===== src/rtl/gpr_wb_unit.sv =====
// Writeback front-end for the GPR: merges LSU/ALU result writes into an in-order
// queue, drains one write per cycle to the GPR port, and offers operand forwarding.
module gpr_wb_unit #(
    parameter int GPR_WIDTH = 32,
    parameter int GPR_DEPTH = 5,
    parameter int Q_DEPTH   = 4
) (
    input  logic                 clk,
    input  logic                 rst,
    input  logic                 lsu_valid,
    output logic                 lsu_ready,
    input  logic [GPR_DEPTH-1:0] lsu_addr,
    input  logic [GPR_WIDTH-1:0] lsu_data,
    input  logic                 alu_valid,
    output logic                 alu_ready,
    input  logic [GPR_DEPTH-1:0] alu_addr,
    input  logic [GPR_WIDTH-1:0] alu_data,
    output logic                 gpr_wr,
    output logic [GPR_DEPTH-1:0] gpr_waddr,
    output logic [GPR_WIDTH-1:0] gpr_wd,
    input  logic [GPR_DEPTH-1:0] fwd_addr0,
    input  logic [GPR_DEPTH-1:0] fwd_addr1,
    output logic                 fwd_hit0,
    output logic                 fwd_hit1,
    output logic [GPR_WIDTH-1:0] fwd_data0,
    output logic [GPR_WIDTH-1:0] fwd_data1,
    output logic                 wb_idle
);
    localparam int PTR_W = (Q_DEPTH > 1) ? $clog2(Q_DEPTH) : 1;
    localparam int CNT_W = PTR_W + 1;

    logic [GPR_DEPTH-1:0] addr_q [Q_DEPTH];
    logic [GPR_DEPTH-1:0] addr_d [Q_DEPTH];
    logic [GPR_WIDTH-1:0] data_q [Q_DEPTH];
    logic [GPR_WIDTH-1:0] data_d [Q_DEPTH];
    logic [PTR_W-1:0]     head_q, head_d, tail_q, tail_d, alu_slot_s;
    logic [CNT_W-1:0]     count_q, count_d, free_s;
    logic                 gpr_wr_q, gpr_wr_d;
    logic [GPR_DEPTH-1:0] gpr_waddr_q, gpr_waddr_d;
    logic [GPR_WIDTH-1:0] gpr_wd_q, gpr_wd_d;
    logic                 push_lsu_s, push_alu_s, pop_s;

    // Handshake: credit only the registered occupancy; LSU has priority on the last slot.
    always_comb begin
        free_s = CNT_W'(Q_DEPTH) - count_q;
        if (rst) begin
            lsu_ready = 1'b0;
            alu_ready = 1'b0;
        end else begin
            lsu_ready = (free_s >= CNT_W'(1));
            alu_ready = (free_s >= CNT_W'(2)) || ((free_s == CNT_W'(1)) && !lsu_valid);
        end
        push_lsu_s = lsu_valid && lsu_ready;
        push_alu_s = alu_valid && alu_ready;
        pop_s      = (count_q != '0);
    end

    // Queue and output-stage next state; the LSU entry lands in the older slot.
    always_comb begin
        alu_slot_s = tail_q + PTR_W'(push_lsu_s);
        for (int i = 0; i < Q_DEPTH; i++) begin
            addr_d[i] = (push_lsu_s && (tail_q == PTR_W'(i))) ? lsu_addr :
                        (push_alu_s && (alu_slot_s == PTR_W'(i))) ? alu_addr : addr_q[i];
            data_d[i] = (push_lsu_s && (tail_q == PTR_W'(i))) ? lsu_data :
                        (push_alu_s && (alu_slot_s == PTR_W'(i))) ? alu_data : data_q[i];
        end
        tail_d      = tail_q + PTR_W'(push_lsu_s) + PTR_W'(push_alu_s);
        head_d      = head_q + PTR_W'(pop_s);
        count_d     = count_q + CNT_W'(push_lsu_s) + CNT_W'(push_alu_s) - CNT_W'(pop_s);
        gpr_wr_d    = pop_s;
        gpr_waddr_d = pop_s ? addr_q[head_q] : gpr_waddr_q;
        gpr_wd_d    = pop_s ? data_q[head_q] : gpr_wd_q;
    end

    // State registers; reset discards every pending entry.
    always_ff @(posedge clk or posedge rst) begin
        if (rst) begin
            for (int i = 0; i < Q_DEPTH; i++) begin
                addr_q[i] <= '0;
                data_q[i] <= '0;
            end
            head_q      <= '0;
            tail_q      <= '0;
            count_q     <= '0;
            gpr_wr_q    <= 1'b0;
            gpr_waddr_q <= '0;
            gpr_wd_q    <= '0;
        end else begin
            addr_q      <= addr_d;
            data_q      <= data_d;
            head_q      <= head_d;
            tail_q      <= tail_d;
            count_q     <= count_d;
            gpr_wr_q    <= gpr_wr_d;
            gpr_waddr_q <= gpr_waddr_d;
            gpr_wd_q    <= gpr_wd_d;
        end
    end

    // Forwarding: scan oldest (output stage) to youngest so the youngest match wins.
    always_comb begin
        fwd_hit0  = gpr_wr_q && (gpr_waddr_q == fwd_addr0);
        fwd_data0 = (gpr_wr_q && (gpr_waddr_q == fwd_addr0)) ? gpr_wd_q : '0;
        fwd_hit1  = gpr_wr_q && (gpr_waddr_q == fwd_addr1);
        fwd_data1 = (gpr_wr_q && (gpr_waddr_q == fwd_addr1)) ? gpr_wd_q : '0;
        for (int k = 0; k < Q_DEPTH; k++) begin
            if ((CNT_W'(k) < count_q) && (addr_q[head_q + PTR_W'(k)] == fwd_addr0)) begin
                fwd_hit0  = 1'b1;
                fwd_data0 = data_q[head_q + PTR_W'(k)];
            end else begin
                fwd_hit0  = fwd_hit0;
                fwd_data0 = fwd_data0;
            end
            if ((CNT_W'(k) < count_q) && (addr_q[head_q + PTR_W'(k)] == fwd_addr1)) begin
                fwd_hit1  = 1'b1;
                fwd_data1 = data_q[head_q + PTR_W'(k)];
            end else begin
                fwd_hit1  = fwd_hit1;
                fwd_data1 = fwd_data1;
            end
        end
    end

    assign gpr_wr    = gpr_wr_q;
    assign gpr_waddr = gpr_waddr_q;
    assign gpr_wd    = gpr_wd_q;
    assign wb_idle   = (count_q == '0) && !gpr_wr_q;

endmodule


===== config.mk =====
export PLATFORM = sky130hd
export DESIGN_NAME = gpr_wb_unit
export DESIGN_NICKNAME = d
export VERILOG_FILES = /design/src/rtl/gpr_wb_unit.sv
export SDC_FILE = /design/constraint.sdc
export NUM_CORES = 1
export LEC_CHECK = 0
export CORE_MARGIN = 5
export CORE_UTILIZATION = 62
export DETAILED_ROUTE_END_ITERATION = 6
export PLACE_DENSITY = 0.88
export SYNTH_ARGS = -nofsm -noshare
export SYNTH_HDL_FRONTEND = slang
export SYNTH_SLANG_ARGS = --single-unit

===== constraint.sdc =====
create_clock -name clk -period 12.7 [get_ports clk]
set_input_delay 2.54 -clock clk [delete_from_list [all_inputs] [get_ports clk]]
set_output_delay 2.54 -clock clk [all_outputs]
set_load 0.1 [all_outputs]

-- Word-level counts from Yosys, hierarchy flattened
Index checks and enable logic that the tools add are counted.
- register bits: 193
- output and inout port bits: 107
- add/sub/neg operators: 10
- $lt $le $gt $ge: 10
- equal/unequal tests: 17
- muxes and demuxes: 60
- bitwise logic cells: 4
- reductions and logical operators: 33
- operators with widths (cell ; number):
    $mux W32 ; 26
    $bmux W32 S2 ; 4
    $mux W5 ; 16
    $eq A5 B5 Y1 ; 10
    $bmux W5 S2 ; 4
    $logic_and A1 B1 Y1 ; 22
    $ge A3 B3 Y1 const B ; 4
    $not A2 Y3 ; 4
    $mux W1 ; 10
    $eq A2 B2 Y1 const B ; 4
    $reduce_bool A2 Y1 ; 4
    $add A2 B1 Y2 ; 3
    $add A3 B1 Y3 ; 2
    $lt A1 B3 Y1 const A ; 2
    $lt A2 B3 Y1 const A ; 2
    $add A2 B2 Y2 const B ; 2
    $eq A2 B1 Y1 const B ; 2
    $logic_not A2 Y1 ; 2
    $eq A3 B1 Y1 const B ; 1
    $ge A3 B1 Y1 const B ; 1
    $ge A3 B2 Y1 const B ; 1
    $logic_not A3 Y1 ; 1
    $reduce_bool A3 Y1 ; 1
    $sub A3 B1 Y3 ; 1
    other kinds (4) ; 5

-- Depth between registers and ports, before layout
- depth in word-level cells: 10
- mapped depth: 15
- depth with buffers taken out: 13

-- Least setup slack after synthesis
OpenSTA, ideal clock, no wires.
- kind: input to output
- from: input port fwd_addr1[3]
- to: output port fwd_data1[10]
- data arrival time: 6.315 ns
- data required time: 10.160 ns
- setup slack: 3.845 ns
- stages on the path: 8
- path buffers: 2
- cell sequence: clkbuf_1 xor2_1 nor4_1 nand3_1 a21oi_1 buf_2 a221oi_1 o31ai_1
- longest elaborated chain between the ends: 7
- elaborated cells on any way between the ends: 15
- ends and longest elaborated chain (item ; line ; text):
    from (decl) ; 22 ; input logic [GPR_DEPTH-1:0] fwd_addr1,
    $eq A5 B5 Y1 ; 105 ; fwd_data1 = (gpr_wr_q && (gpr_waddr_q == fwd_addr1)) ? gpr_wd_q : '0;
    $logic_and A1 B1 Y1 ; 105 ;
    $mux W32 ; 105 ;
    $mux W32 (3 in series) ; 114 ; if ((CNT_W'(k) < count_q) && (addr_q[head_q + PTR_W'(k)] == fwd_addr1)) begin
    $mux W32 (*) ; 114 ;
    to (decl) ; 26 ; output logic [GPR_WIDTH-1:0] fwd_data1,
Every way passes the cells marked *; elsewhere a longest branch is shown, timed or not.

-- Final worst setup path
- from: input port fwd_addr0[4]
- to: output port fwd_data0[1]
- longest elaborated chain between the ends: 7
- elaborated cells on any way between the ends: 15
- ends and longest elaborated chain (item ; line ; text):
    from (decl) ; 21 ; input logic [GPR_DEPTH-1:0] fwd_addr0,
    $eq A5 B5 Y1 ; 103 ; fwd_data0 = (gpr_wr_q && (gpr_waddr_q == fwd_addr0)) ? gpr_wd_q : '0;
    $logic_and A1 B1 Y1 ; 103 ;
    $mux W32 ; 103 ;
    $mux W32 (3 in series) ; 107 ; if ((CNT_W'(k) < count_q) && (addr_q[head_q + PTR_W'(k)] == fwd_addr0)) begin
    $mux W32 (*) ; 107 ;
    to (decl) ; 25 ; output logic [GPR_WIDTH-1:0] fwd_data0,
Marked as above.

==> impl_metrics.toml <==
[worst_setup_path]
r2r_slack_ps = 8790
cp_slowest_stage_delay_ps = 1200
start_kind = "input pin"
slowest_stage = "clkdlybuf4s50_1"
r2r_cells = 14
cp_max_fo = 33
reg2reg_from = "count_q[0]"
cp_cell_sequence = "clkdlybuf4s50_1 > xnor2_1 > nor2_1 > o2111ai_4 > and3_2 > o2bb2ai_1 > clkdlybuf4s50_1"
regToRegEndpoint = "data_q[115]"
crit_type = "in -> out"
worstPathArrival_ps = 7170
critPathRequiredTime_ps = 10160
endpoint_kind = "output port"
crit_top_cell = "clkdlybuf4s50_1"

[grt]
grt_max_degree = 126
top_usage_layer = "met2"
met1_usage_pct = 44.3
gr-total-overflow = 0
gr-usage-met3_pct = 7.69
use_met2_pct = 54.1
grt_pass1_vias = 15000
antenna_found_initial = 5
grt_usage_pct = 34.2
grt_pass1_wl_mm = 79.5

[cells_and_area]
final_cells = 2249
syn2layout_area_growth_pct = 14.7
nFillCells = 1823
final_nets = 2003
drive_above_1_share_pct = 9.24
final_util_pct = 72.2

[route]
drt_iter0_markers = 2134
wl_per_cell_um = 22.2
vias = 15100
route.detailed.drc = 0
viasPerCell = 6.73
firstDrtPassIters = 6
antenna_left = 0
wl_mm = 50.0

[timing]
setup_viol = 0
drv_slew = 0
tns_ps = 0
fmax_ghz = 0.103
worst_pin_slew_ps = 1230
finClkSkew_ps = 11.5
rsz0062_at_grt = "no"
whs_ps = 537
final-hold-violation-count = 0
post-route-min-period_ps = 9710
relSlewSlack_pct = 18.0
period_share_pct = 76.5

[clock_network]
htreeDepth = 4
insertion_delay_ps = 450
clock-root-buffer = "clkbuf_16"
clock_sinks = 193
cts_hold_buf = 0
numCtsBuffers = 17
cts_setup_buffers = 0
cts_tree = "built"
cts_resized = 0
clockBufferDepth = 2
path_clk_slew_ps = 80

[worst_hold_path]
hold_path_class = "reg -> reg"
whs_endpoint = "gpr_wd[16]"
hold_depth = 2
hold_start = "gpr_wd[16]"

[floorplanning]
dieArea_mm2 = 0.0289
rows = 58
start_util_pct = 63.0
fp.dieH_um = 170
dieWidth_um = 170
io_pins = 195
core_mm2 = 0.0252

[logic_synthesis]
post-synth-top-area-cell = "dfrtp_1"
ys_seq_elements = 193
synth_area_mm2 = 0.0159
synth-edff-count = 0
synth_cell_types = 57
syn_nets = 1942
syn_inst = 1842
synth_warnings = 0
async_flop_share_pct = 100
avgSynthCellArea_um2 = 8.61
yosysMostFrequentCell = "mux2i_1"
synth.area.top_cells = "dfrtp_1 (30%), mux2i_1 (16%), a21oi_1 (6.4%), nor2_1 (5.0%), mux4_2 (3.8%)"
synth_flop_cell = "dfrtp_1"
yosysTopAreaCellShare_pct = 30.5
ys_seq_area_share_pct = 30.5
synth.top_cells.by_count = "mux2i_1 (255), nor2_1 (213), a21oi_1 (204), dfrtp_1 (193), nand2_1 (149)"

[place]
gp_congestion = 0.931
hpwl_mm = 31.5
port_buffers = 194
place_inst = 2214

[run_status]
outcome = "complete, no violations"

[flow_run]
cap_violations = 0
==> registers in the layout, indices dropped and copies added (netlist names) <==
| name | cells |
|---|---|
| count_q | 3 |
| gpr_wd | 32 |
| tail_q | 2 |
| gpr_wr | 1 |
| addr_q | 20 |
| gpr_waddr | 5 |
| data_q | 128 |
| head_q | 2 |
==> kinds of logic after synthesis <==
family | count (synthesis) | synth area share, %
compound gates | 475 | 20.4
xor+xnor | 55 | 3.09
simple gates | 545 | 15.3
fa+ha+maj | 12 | 1.04
mux | 316 | 22.4
buf+inv | 246 | 7.26
flops | 193 | 30.5
==> critical path: cells and delay by family <==
family                 cells  cell delay (ps)
XOR/XNOR                   1              290
buffers and inverters      2             1790
AND/OR/NAND/NOR            2             1240
AO/OA/AOI/OAI              2             1300
==> worst max path at each step <==
| stage | start | to | slack, ps |
|---|---|---|---|
| after floorplan | fwd_addr1[3] | fwd_data1[10] | 3840 |
| final | fwd_addr0[4] | fwd_data0[1] | 2990 |
| after global routing | fwd_addr0[4] | fwd_data0[1] | 2780 |
| after global placement | fwd_addr0[4] | fwd_data0[1] | 3120 |
| after detailed placement | fwd_addr0[4] | fwd_data0[1] | 3040 |
| after CTS | fwd_addr0[4] | fwd_data0[1] | 3010 |
==> metrics by stage <==
stage / setup WS (ps) / area, um^2
after floorplan: 3840 / 15900
after global placement: 3120 / 17600
after detailed placement: 3040 / 17600
after CTS: 3010 / 18200
after global routing: 2780 / 18200
final: 2990 / 18200
==> cell usage in the layout (no fill, tap or decap), types with 27 or more instances in the layout <==
cell	netlist	routed
nor2b_1	30	30
o311a_1	32	32
mux2i_1	255	255
a22oi_1	32	32
inv_1	73	72
xor2_1	28	28
nor2_1	213	212
and2_1	34	31
o21ai_0	100	100
nor3_1	59	59
nand2_1	149	148
clkdlybuf4s50_1	0	194
mux2_2	33	33
mux4_2	27	27
dfrtp_1	193	191
a21oi_1	204	203
nand3_1	35	34
o31ai_1	31	31
o2bb2ai_2	29	29
==> metal layers <==
| layer | share of wire [%] | up-vias |
|---|---|---|
| met5 | 0.018 | - |
| met4 | 5.1 | 2 |
| met3 | 11 | 235 |
| met2 | 46 | 995 |
| met1 | 38 | 7177 |
| li1 | - | 6720 |
==> layout make-up <==
class	instances	area, um^2	share of cell area, %
Multi-Input combinational cell	1403	10000	55.0
Clock buffer	19	433	2.38
Sequential cell	193	4840	26.6
Clock inverter	13	128	0.701
Antenna cell	3	7.51	0.0413
Inverter	75	292	1.60
Timing Repair Buffer	213	2080	11.5
Tap cell	330	413	2.27
Power is not shown: default switching activity piles up to over one toggle a cycle in this logic, so the estimate is an artifact.
